`src/rtl/hw13_pkg.sv`:
```
// Shared types and constants for the byte-pair packer and its output register.
// The flush feature is controlled by BYTE_PACKER_FLUSH_EN.
package hw13_pkg;

    localparam int BYTE_W = 8;
    localparam int WORD_W = 16;
    localparam logic [BYTE_W-1:0] PAD_BYTE = 8'h00;

    typedef enum logic {
        EMPTY = 1'b0,
        HALF  = 1'b1
    } pack_state_t;

    // Places the first byte of a pair in the high or low half of the word.
    function automatic logic [WORD_W-1:0] join_bytes(
        input logic [BYTE_W-1:0] first_b,
        input logic [BYTE_W-1:0] second_b,
        input logic              first_high
    );
        return first_high ? {first_b, second_b} : {second_b, first_b};
    endfunction

endpackage

```
`src/rtl/hw13_out_slice.sv`:
```
// Single-entry valid/ready output register with load and drain.
// A load in the same cycle as a drain keeps the slot full with the new data.
module hw13_out_slice #(
    parameter int W = 16
) (
    input  logic         clock,
    input  logic         reset,
    input  logic         i_load,
    input  logic [W-1:0] i_load_data,
    input  logic         i_drain_ready,
    output logic         o_valid,
    output logic [W-1:0] o_data,
    output logic         o_can_load
);

    logic         r_valid;
    logic [W-1:0] r_data;

    assign o_can_load = !r_valid || i_drain_ready;
    assign o_valid    = r_valid;
    assign o_data     = r_data;

    // Data only changes on a load, so it is stable while the slot is stalled.
    always_ff @(posedge clock) begin
        if (reset) begin
            r_valid <= 1'b0;
            r_data  <= '0;
        end else if (i_load) begin
            r_valid <= 1'b1;
            r_data  <= i_load_data;
        end else if (r_valid && i_drain_ready) begin
            r_valid <= 1'b0;
        end
    end

endmodule

```
`src/rtl/byte_pair_packer.sv`:
```
// Packs a valid/ready byte stream into 16-bit words held in a registered output slot.
// Define BYTE_PACKER_FLUSH_EN to add the flush/dataout_pad ports for emitting an odd trailing byte.
module byte_pair_packer
    import hw13_pkg::*;
#(
    parameter int FIRST_HIGH = 1,
    parameter int COUNT_W    = 16
) (
    input  logic               clock,
    input  logic               reset,
    input  logic [7:0]         bytein,
    input  logic               bytein_valid,
    output logic               bytein_ready,
    output logic [15:0]        dataout,
    output logic               dataout_valid,
    input  logic               dataout_ready,
    output logic [COUNT_W-1:0] word_count
`ifdef BYTE_PACKER_FLUSH_EN
    ,
    input  logic               flush,
    output logic               dataout_pad
`endif
);

    localparam logic FIRST_IS_HIGH = (FIRST_HIGH != 0);
`ifdef BYTE_PACKER_FLUSH_EN
    localparam int SLICE_W = WORD_W + 1;
`else
    localparam int SLICE_W = WORD_W;
`endif

    pack_state_t          r_state;
    pack_state_t          r_state_next;
    logic [BYTE_W-1:0]    r_held;
    logic [COUNT_W-1:0]   r_word_count;

    logic                 w_accept;
    logic                 w_held_en;
    logic                 w_load;
    logic [WORD_W-1:0]    w_load_word;
    logic                 w_load_pad;
    logic                 w_slot_free;
    logic                 w_slot_valid;
    logic [SLICE_W-1:0]   w_slice_in;
    logic [SLICE_W-1:0]   w_slice_out;

    assign bytein_ready = (r_state == EMPTY) || w_slot_free;
    assign w_accept     = bytein_valid && bytein_ready;

    always_ff @(posedge clock) begin
        if (reset) begin
            r_state <= EMPTY;
        end else begin
            r_state <= r_state_next;
        end
    end

    always_comb begin
        r_state_next = r_state;
        w_held_en    = 1'b0;
        w_load       = 1'b0;
        w_load_word  = '0;
        w_load_pad   = 1'b0;
        case (r_state)
            EMPTY: begin
                if (w_accept) begin
                    w_held_en    = 1'b1;
                    r_state_next = HALF;
                end
            end
            HALF: begin
                if (w_accept) begin
                    w_load       = 1'b1;
                    w_load_word  = join_bytes(r_held, bytein, FIRST_IS_HIGH);
                    r_state_next = EMPTY;
                end
`ifdef BYTE_PACKER_FLUSH_EN
                // A real second byte always wins over the pad byte.
                else if (flush && w_slot_free) begin
                    w_load       = 1'b1;
                    w_load_word  = join_bytes(r_held, PAD_BYTE, FIRST_IS_HIGH);
                    w_load_pad   = 1'b1;
                    r_state_next = EMPTY;
                end
`endif
            end
            default: r_state_next = EMPTY;
        endcase
    end

    always_ff @(posedge clock) begin
        if (reset) begin
            r_held <= '0;
        end else if (w_held_en) begin
            r_held <= bytein;
        end
    end

`ifdef BYTE_PACKER_FLUSH_EN
    assign w_slice_in  = {w_load_pad, w_load_word};
    assign dataout_pad = w_slice_out[WORD_W];
`else
    assign w_slice_in  = w_load_word;
`endif
    assign dataout       = w_slice_out[WORD_W-1:0];
    assign dataout_valid = w_slot_valid;

    hw13_out_slice #(
        .W (SLICE_W)
    ) u_out_slice (
        .clock         (clock),
        .reset         (reset),
        .i_load        (w_load),
        .i_load_data   (w_slice_in),
        .i_drain_ready (dataout_ready),
        .o_valid       (w_slot_valid),
        .o_data        (w_slice_out),
        .o_can_load    (w_slot_free)
    );

    // Counts output transfers; wraps naturally at 2**COUNT_W.
    always_ff @(posedge clock) begin
        if (reset) begin
            r_word_count <= '0;
        end else if (w_slot_valid && dataout_ready) begin
            r_word_count <= r_word_count + 1'b1;
        end
    end

    assign word_count = r_word_count;

`ifndef BYTE_PACKER_FLUSH_EN
    logic w_unused_pad;
    assign w_unused_pad = w_load_pad;
`endif

endmodule

```
`config.mk`:
```
export PLATFORM = sky130hd
export DESIGN_NAME = byte_pair_packer
export DESIGN_NICKNAME = d
export VERILOG_FILES = /design/src/rtl/hw13_pkg.sv /design/src/rtl/hw13_out_slice.sv /design/src/rtl/byte_pair_packer.sv
export SDC_FILE = /design/constraint.sdc
export NUM_CORES = 1
export LEC_CHECK = 0
export BUFFER_PORTS_ARGS = -buffer_cell sky130_fd_sc_hd__buf_4
export CAP_MARGIN = 20
export CELL_PAD_IN_SITES_DETAIL_PLACEMENT = 2
export CELL_PAD_IN_SITES_GLOBAL_PLACEMENT = 2
export CORE_UTILIZATION = 33
export CTS_BUF_LIST = sky130_fd_sc_hd__clkbuf_8
export DETAILED_ROUTE_END_ITERATION = 10
export MAX_ROUTING_LAYER = met4
export PLACE_DENSITY = 0.92
export SLEW_MARGIN = 5
export SYNTH_ARGS = -nofsm -noshare
export SYNTH_HDL_FRONTEND = slang
export SYNTH_HIERARCHICAL = 1
export SYNTH_SLANG_ARGS = --single-unit
```
`constraint.sdc`:
```
create_clock -name clock -period 1.95 [get_ports clock]
set_input_delay 0.39 -clock clock [delete_from_list [all_inputs] [get_ports clock]]
set_output_delay 0.39 -clock clock [all_outputs]
set_load 0.01 [all_outputs]
```
==> results.cfg, run 1 <==
[clocking]
clkSinkCount = 42
cts_setup_buffers = 0
cts-htree-levels = 2
hold_buffers = 0
cts_buffer_depth = 2
numCtsBuffers = 5
clockRootBuffer = clkbuf_8
clock_latency_ns = 0.29
cts.repair.resized = 0
clkTransAtPathRegs_ns = 0.08
cts_tree = yes

[global_route]
grt_util_met2_pct = 35.36
first_global_vias = 1640
use_met1_pct = 19.67
gr-total-overflow = 0
grt_use_total_pct = 19.02
grt.busiest_layer = met2
met3_usage_pct = 4.551
antenna_found_initial = 0
grt_max_degree = 29
grt_pass1_wl_um = 8404

[layout]
antenna_cells = 0
layout-drive-gt1-share_pct = 24.58
nets = 253
fillers = 579
mostFrequentLayoutCells = 49 x buf_4, 42 x dfxtp_1, 38 x nor2_1
syn2layout_area_growth_pct = 28.65
final_common_cell = buf_4
postLayoutCoreUtil_pct = 44.90

[timing]
period_needed_ns = 1.694
relSlewSlack_pct = 69.83
finalWorstSetupSlack_ns = 0.2563
clock_skew_ns = 0.004445
rsz0062_at_grt = no
tightest_slew_ns = 0.4526
final-hold-violation-count = 0
timing.fmax_mhz = 590.4
fin_crit_sh_pct = 86.86
finalSetupTns_ns = 0
finalSetupViolCount = 0
slew_viol_final = 0

[setup_path]
start_kind = flip-flop
cp_data_arrival_time_ns = 1.87
critPathKind = flip-flop to flip-flop
ff2ff_path_depth = 7
rr_endpoint = u_out_slice/o_data[10]$_SDFFE_PP0P_
startpoint = u_out_slice/o_valid$_SDFFE_PP0P_
r2r_setup_slack_ns = 0.26
r2r_start = u_out_slice/o_valid$_SDFFE_PP0P_
critPathMaxFanout = 17
endpoint_kind = flip-flop
required_ns = 2.13

[synthesis]
synth_top_cell_area_share_pct = 46.28
postSynthNetCount = 205
synthCells = 191
avgSynthCellArea_um2 = 9.512
ys_seq_area_share_pct = 46.28
synth_warnings = 6
yosysTopAreaCell = dfxtp_1
synth.distinct_cells = 28
ys_top_cells_by_area = dfxtp_1 46%, mux2i_1 13%, nor2_1 7.9%, and2_1 5.9%, xnor2_1 3.9%
synth_area_um2 = 1817
synth_seq_cells = 42

[die]
initial_utilization_pct = 34.90
die_w_um = 76.20
io_pins = 46
fp.coreArea_um2 = 5205
die_area_um2 = 5806
die_h_um = 76.20
fp-row-count = 26

[power]
ir_drop_mv = 0.3404
design_power_total_uw = 1698
p_leak_uw = 0.0009896
p_per_area_nw_per_um2 = 726.6

[min_path]
min_to = r_held[2]$_SDFFE_PP0P_
holdPathStages = 3
min-delay-start = bytein[2]
holdCritPathClass = primary input to flip-flop

[status]
outcome = finished clean

[placement]
io_buffers = 45
post-place-ws_ns = 0.1532
gp_congestion = 0.7244
post-dp-hpwl_um = 3579

[detailed_routing]
vias_per_cell = 4.816
drt_iter0_drc = 35
wl_per_cell_um = 15.96
via_count = 1493
wl_um = 4947
drc = 0
ant_nets = 0
first_pass_iters = 4

[run]
maxCapViolCount = 0
==> critical path: stages (launching register included) <==
cell and delay, ns:
dfxtp_1 0.48, nand2b_1 0.13, nand2b_1 0.17, and2_1 0.17
ha_1 0.21, buf_12 0.17, mux2i_1 0.18, nor2_1 0.07
==> layout make-up <==
type                    count  area (um^2)  area share, %
clock inverters             3        37.54          1.606
repair buffers             50        387.9          16.60
flip-flops and latches     42        840.8          35.97
well taps                  70        87.58          3.747
multi-input cells         135        895.9          38.33
clock buffers               5        68.82          2.944
inverters                   5        18.77         0.8030
==> routing by layer <==
| metal | up-vias | wire, um |
|---|---|---|
| met5 | - | 0 |
| met4 | 0 | 72 |
| met3 | 7 | 216 |
| met2 | 41 | 2621 |
| met1 | 721 | 2037 |
| li1 | 724 | - |
==> registers in the layout (all words and copies together), names as in the netlist <==
name and cells:
r_held 8, r_state 1, u_out_slice/o_data 16, u_out_slice/o_valid 1, word_count 16
==> through the flow <==
stage / cell area, um^2 / hold WS, ns / cells
floorplan: 1817 / 0.4515 / 191
global placement: 2231 / 0.4657 / 302
detailed placement: 2231 / 0.4762 / 302
CTS: 2337 / 0.3399 / 310
global route: 2337 / 0.3522 / 310
finish: 2337 / 0.3444 / 310
==> synth_stat cells, drive strengths merged <==
master	n
nand2b	2
and2	17
nor4	4
nand4	2
nand2	5
nor3b	1
or3	2
and3	2
inv	5
mux2i	24
clkbuf	2
ha	2
nand3	8
a21oi	4
mux2	4
nor2	38
xor2	1
nor3	4
xnor2	8
o21ai	2
nor2b	5
buf	7
dfxtp	42
==> worst max-delay path by stage <==
stage / end / cells past startpoint / slack [ns]
floorplan: u_out_slice/o_data[10]$_SDFFE_PP0P_ / 8 / 0.30
global placement: u_out_slice/o_data[15]$_SDFFE_PP0P_ / 8 / 0.26
detailed placement: u_out_slice/o_data[3]$_SDFFE_PP0P_ / 8 / 0.15
CTS: word_count[14]$_SDFFE_PP0P_ / 4 / 0.21
global route: u_out_slice/o_data[6]$_SDFFE_PP0P_ / 7 / 0.13
finish: u_out_slice/o_data[10]$_SDFFE_PP0P_ / 7 / 0.26
==> cells by family (layout without fill, tap and decap cells) <==
logic type      count (synthesis)  count (layout)  share of synthesized area (%)
buf+inv                        14              63                          4.408
simple gates                   90              90                          26.24
fa+ha+maj                       2               2                          1.377
xor+xnor                        9               9                          4.339
compound gates                  6               6                          1.653
mux                            28              28                          15.70
flops                          42              42                          46.28
==> power breakdown <==
part	switching [uW]	total (uW)	internal, uW
logic	70.0	134	63.9
clock network	304	677	373
registers	12.3	887	875
total	387	1700	1310
(Power assumes the default switching activity.)
==> run 2, diff against run 1 <==
--- a/config.mk
+++ b/config.mk
@@ -14,2 +14,3 @@
 export DETAILED_ROUTE_END_ITERATION = 10
+export GPL_TIMING_DRIVEN = 1
 export MAX_ROUTING_LAYER = met4
--- a/constraint.sdc
+++ b/constraint.sdc
@@ -3,2 +3,2 @@
 set_output_delay 0.39 -clock clock [all_outputs]
-set_load 0.01 [all_outputs]
+set_load 0.05 [all_outputs]
==> results.cfg, run 2 (synthesis results as in run 1) <==
[global_route]
grt_use_total_pct = 18.71
first_global_vias = 1653
grt_max_degree = 27
gr-total-overflow = 0
grt_pass1_wl_um = 8300
antenna_found_initial = 0

[die]
fp-row-count = 26
die_h_um = 76.20
die_area_um2 = 5806
io_pins = 46
fp.coreArea_um2 = 5205
die_w_um = 76.20
initial_utilization_pct = 34.90

[clocking]
cts-htree-levels = 2
cts_setup_buffers = 0
cts_tree = yes
hold_buffers = 0
clockRootBuffer = clkbuf_8
clock_latency_ns = 0.30
clkTransAtPathRegs_ns = 0.08
cts_buffer_depth = 2
clkSinkCount = 42
cts.repair.resized = 0
numCtsBuffers = 5

[power]
p_leak_uw = 0.0009858
p_per_area_nw_per_um2 = 734.7
ir_drop_mv = 0.2778

[timing]
finalSetupViolCount = 0
fin_crit_sh_pct = 87.22
rsz0062_at_grt = no
tightest_slew_ns = 0.4382
timing.fmax_mhz = 587.9
clock_skew_ns = 0.005030
period_needed_ns = 1.701
slew_viol_final = 0
relSlewSlack_pct = 70.78
finalWorstSetupSlack_ns = 0.2491
final-hold-violation-count = 0
finalSetupTns_ns = 0

[setup_path]
cp_cell_sequence = nand4_4, nor4_4, nor3b_2, mux2_1
start_kind = flip-flop
critPathMaxFanout = 6
cp_data_arrival_time_ns = 1.89
max_stage_delay_ns = 0.44
cpMaxStageDelayCell = dfxtp_1
required_ns = 2.14
critPathKind = flip-flop to flip-flop
endpoint_kind = flip-flop
cp_num_buf_inv = 0
crit_family = simple AND/OR/NAND/NOR gates

[detailed_routing]
first_pass_iters = 3
wl_per_cell_um = 15.84
wl_um = 4911
via_count = 1484
vias_per_cell = 4.787
ant_nets = 0
drc = 0
drt_iter0_drc = 28

[run]
maxCapViolCount = 0

[layout]
layout-drive-gt1-share_pct = 25.83
finalInstanceArea_um2 = 2345
nets = 253
postLayoutCoreUtil_pct = 45.05
fillers = 587
antenna_cells = 0
syn2layout_area_growth_pct = 29.06
mostFrequentLayoutCells = 49 x buf_4, 41 x dfxtp_1, 38 x nor2_1
final_common_cell = buf_4

[status]
outcome = finished clean

[placement]
gp_congestion = 0.7159
placed_area_um2 = 2235
post-dp-hpwl_um = 3586
io_buffers = 45
post-place-ws_ns = 0.1820

[min_path]
holdCritPathClass = primary input to flip-flop
-- run 2: cell types whose count changed in the layout (fill, tap and decap cells not counted) --
cell        previous run  this run
inv_1                  7         6
clkinvlp_4             0         1
nand2b_2               0         1
dfxtp_1               42        41
dfxtp_2                0         1
nand2b_1               2         1
-- run 2: area by class of cell --
class	count	area, um^2	share of cell area, %
Clock buffer	5	68.82	2.935
Clock inverter	3	41.29	1.761
Inverter	5	18.77	0.8004
Multi-Input combinational cell	135	898.4	38.31
Sequential cell	42	842.1	35.91
Tap cell	70	87.58	3.735
Timing Repair Buffer	50	387.9	16.54
-- run 2: final timing paths --
kind / from / cells after the start / end / slack (ns)
setup / recovery: word_count[4]$_SDFFE_PP0P_ / 4 / word_count[15]$_SDFFE_PP0P_ / 0.25
hold / removal: bytein[2] / 3 / r_held[2]$_SDFFE_PP0P_ / 0.35
setup reg to reg: word_count[4]$_SDFFE_PP0P_ / 4 / word_count[15]$_SDFFE_PP0P_ / 0.25
hold reg to reg: r_held[2]$_SDFFE_PP0P_ / 2 / r_held[2]$_SDFFE_PP0P_ / 0.50
-- run 2: layer usage --
layer	GRT usage (%)	up-vias	part of all wire [%]
met1	19.47	714	42
met5	-	-	0
li1	-	724	-
met4	5.192	0	0.90
met2	35.64	40	53
met3	3.593	6	4.1
-- run 2: worst min-delay path: stages --
cell	delay, ns
buf_4	0.08
mux2i_1	0.06
nor2_1	0.07
-- run 2: where the power goes --
part / leakage (uW) / total (uW) / internal [uW] / switching (uW)
clock network: 0.0000556 / 687 / 377 / 310
registers: 0.000340 / 888 / 875 / 13.4
logic: 0.000590 / 147 / 64.3 / 82.8
-- run 2: stage by stage --
step,cells,power [uW],hold slack [ns]
2_1_floorplan,191,1007,0.4515
4_1_cts,310,1753,0.3490
6_report,310,1723,0.3502
5_1_grt,310,1805,0.3637
3_5_place_dp,302,1059,0.4807
3_3_place_gp,302,1051,0.4656
==> run 3, diff against run 2 <==
- GPL_TIMING_DRIVEN: 1 -> 0
==> results.cfg, run 3 (synthesis results as in run 1) <==
[clocking]
cts_buffer_depth = 2
cts_setup_buffers = 0
cts-htree-levels = 2
cts.repair.resized = 0
clkSinkCount = 42
cts_tree = yes
clock_latency_ns = 0.30
clkTransAtPathRegs_ns = 0.09
numCtsBuffers = 5
hold_buffers = 0
clockRootBuffer = clkbuf_8

[timing]
relSlewSlack_pct = 65.28
timing.fmax_mhz = 571.9
slew_viol_final = 0
rsz0062_at_grt = no
period_needed_ns = 1.749
clock_skew_ns = 0.004744
fin_crit_sh_pct = 89.67
final-hold-violation-count = 0
finalSetupViolCount = 0
holdWs_ns = 0.3278
finalSetupTns_ns = 0
tightest_slew_ns = 0.5208

[global_route]
gr-total-overflow = 0
grt_pass1_wl_um = 8231
met3_usage_pct = 3.952
first_global_vias = 1671
grt_util_met2_pct = 35.18
grt_max_degree = 15
grt.busiest_layer = met2
use_met1_pct = 19.82
grt_use_total_pct = 18.70
antenna_found_initial = 0

[min_path]
holdCritPathClass = primary input to flip-flop

[placement]
gp_congestion = 0.7095
post-dp-hpwl_um = 3611
io_buffers = 45
dp_cells = 306

[layout]
fillers = 590
multi_input_area_um2 = 898.4
mostFrequentLayoutCells = 45 x buf_4, 41 x dfxtp_1, 38 x nor2_1
final_common_cell = buf_4
seq_area_um2 = 842.1
layout-drive-gt1-share_pct = 25.82
postLayoutCoreUtil_pct = 45.79
antenna_cells = 0
final_cells = 314
syn2layout_area_growth_pct = 31.20
nets = 257

[setup_path]
endpoint_kind = flip-flop
rr_endpoint = u_out_slice/o_data[3]$_SDFFE_PP0P_
max_stage_delay_ns = 0.41
cpMaxStageDelayCell = dfxtp_2
cp_data_arrival_time_ns = 1.94
critPathMaxFanout = 10
r2r_setup_slack_ns = 0.20
crit_family = simple AND/OR/NAND/NOR gates
critPathKind = flip-flop to flip-flop
required_ns = 2.14
ff2ff_path_depth = 8
cp_num_buf_inv = 2
start_kind = flip-flop
cp_cell_sequence = nand2b_1, nand2b_2, and2_1, ha_1, buf_6, buf_12, mux2i_1, nor2_1
endpoint = u_out_slice/o_data[3]$_SDFFE_PP0P_
startpoint = u_out_slice/o_valid$_SDFFE_PP0P_
critical_path_depth = 8
r2r_start = u_out_slice/o_valid$_SDFFE_PP0P_

[die]
io_pins = 46
initial_utilization_pct = 34.90
die_h_um = 76.20
die_w_um = 76.20
fp.coreArea_um2 = 5205
fp-row-count = 26
die_area_um2 = 5806

[run]
maxCapViolCount = 0

[power]
ir_drop_mv = 0.3553
p_leak_uw = 0.001001
p_per_area_nw_per_um2 = 793.1

[detailed_routing]
ant_nets = 0
vias_per_cell = 4.882
via_count = 1533
wl_per_cell_um = 16.10
drt_iter0_drc = 31
wl_um = 5054
first_pass_iters = 2
drc = 0

[status]
outcome = finished clean
-- run 3: cell count changes in the layout (fill, tap and decap cells not counted), moves of 2 or more --
cell      delta
buf_1        +2
buf_4        -4
buf_2        +3
clkbuf_1     +2
-- run 3: metal layers --
metal | vias up | wire [um]
met1 | 758 | 2085
li1 | 732 | -
met5 | - | 0
met2 | 37 | 2735
met3 | 6 | 182
met4 | 0 | 51
-- run 3: cell type report --
| cell class | instances | share of cell area (%) |
|---|---|---|
| plain buffers | 9 | 2.572 |
| clock buffers | 5 | 2.887 |
| clock inverters | 3 | 2.887 |
| inverters | 5 | 0.7874 |
| multi-input cells | 135 | 37.69 |
| flip-flops and latches | 42 | 35.33 |
| well taps | 70 | 3.675 |
| repair buffers | 45 | 14.17 |
-- run 3: worst min-delay path by stage --
stage                                       from                endpoint  cells after the start
after floorplan           r_held[0]$_SDFFE_PP0P_  r_held[0]$_SDFFE_PP0P_                      2
after global placement    r_held[7]$_SDFFE_PP0P_  r_held[7]$_SDFFE_PP0P_                      2
after detailed placement  r_held[7]$_SDFFE_PP0P_  r_held[7]$_SDFFE_PP0P_                      2
after CTS                              bytein[2]  r_held[2]$_SDFFE_PP0P_                      3
after global routing                   bytein[3]  r_held[3]$_SDFFE_PP0P_                      3
final                                  bytein[2]  r_held[2]$_SDFFE_PP0P_                      3
-- run 3: power breakdown --
group | switching, uW | internal (uW)
combinational | 88.7 | 67.4
clock | 334 | 513
sequential | 12.4 | 875
total | 435 | 1460
-- run 3: worst min-delay path, delay by kind of cell --
kind	cells	cell delay, ns
buf+inv	1	0.09
mux	1	0.06
simple gates	1	0.07
-- run 3: per-stage QoR --
stage | area, um^2 | setup slack (ns) | power, uW
after floorplan | 1821 | 0.01387 | 1007
after global placement | 2246 | 0.1038 | 1057
after detailed placement | 2246 | 0.03809 | 1065
after CTS | 2384 | 0.1867 | 1916
after global routing | 2384 | 0.1115 | 1958
final | 2384 | 0.2014 | 1890
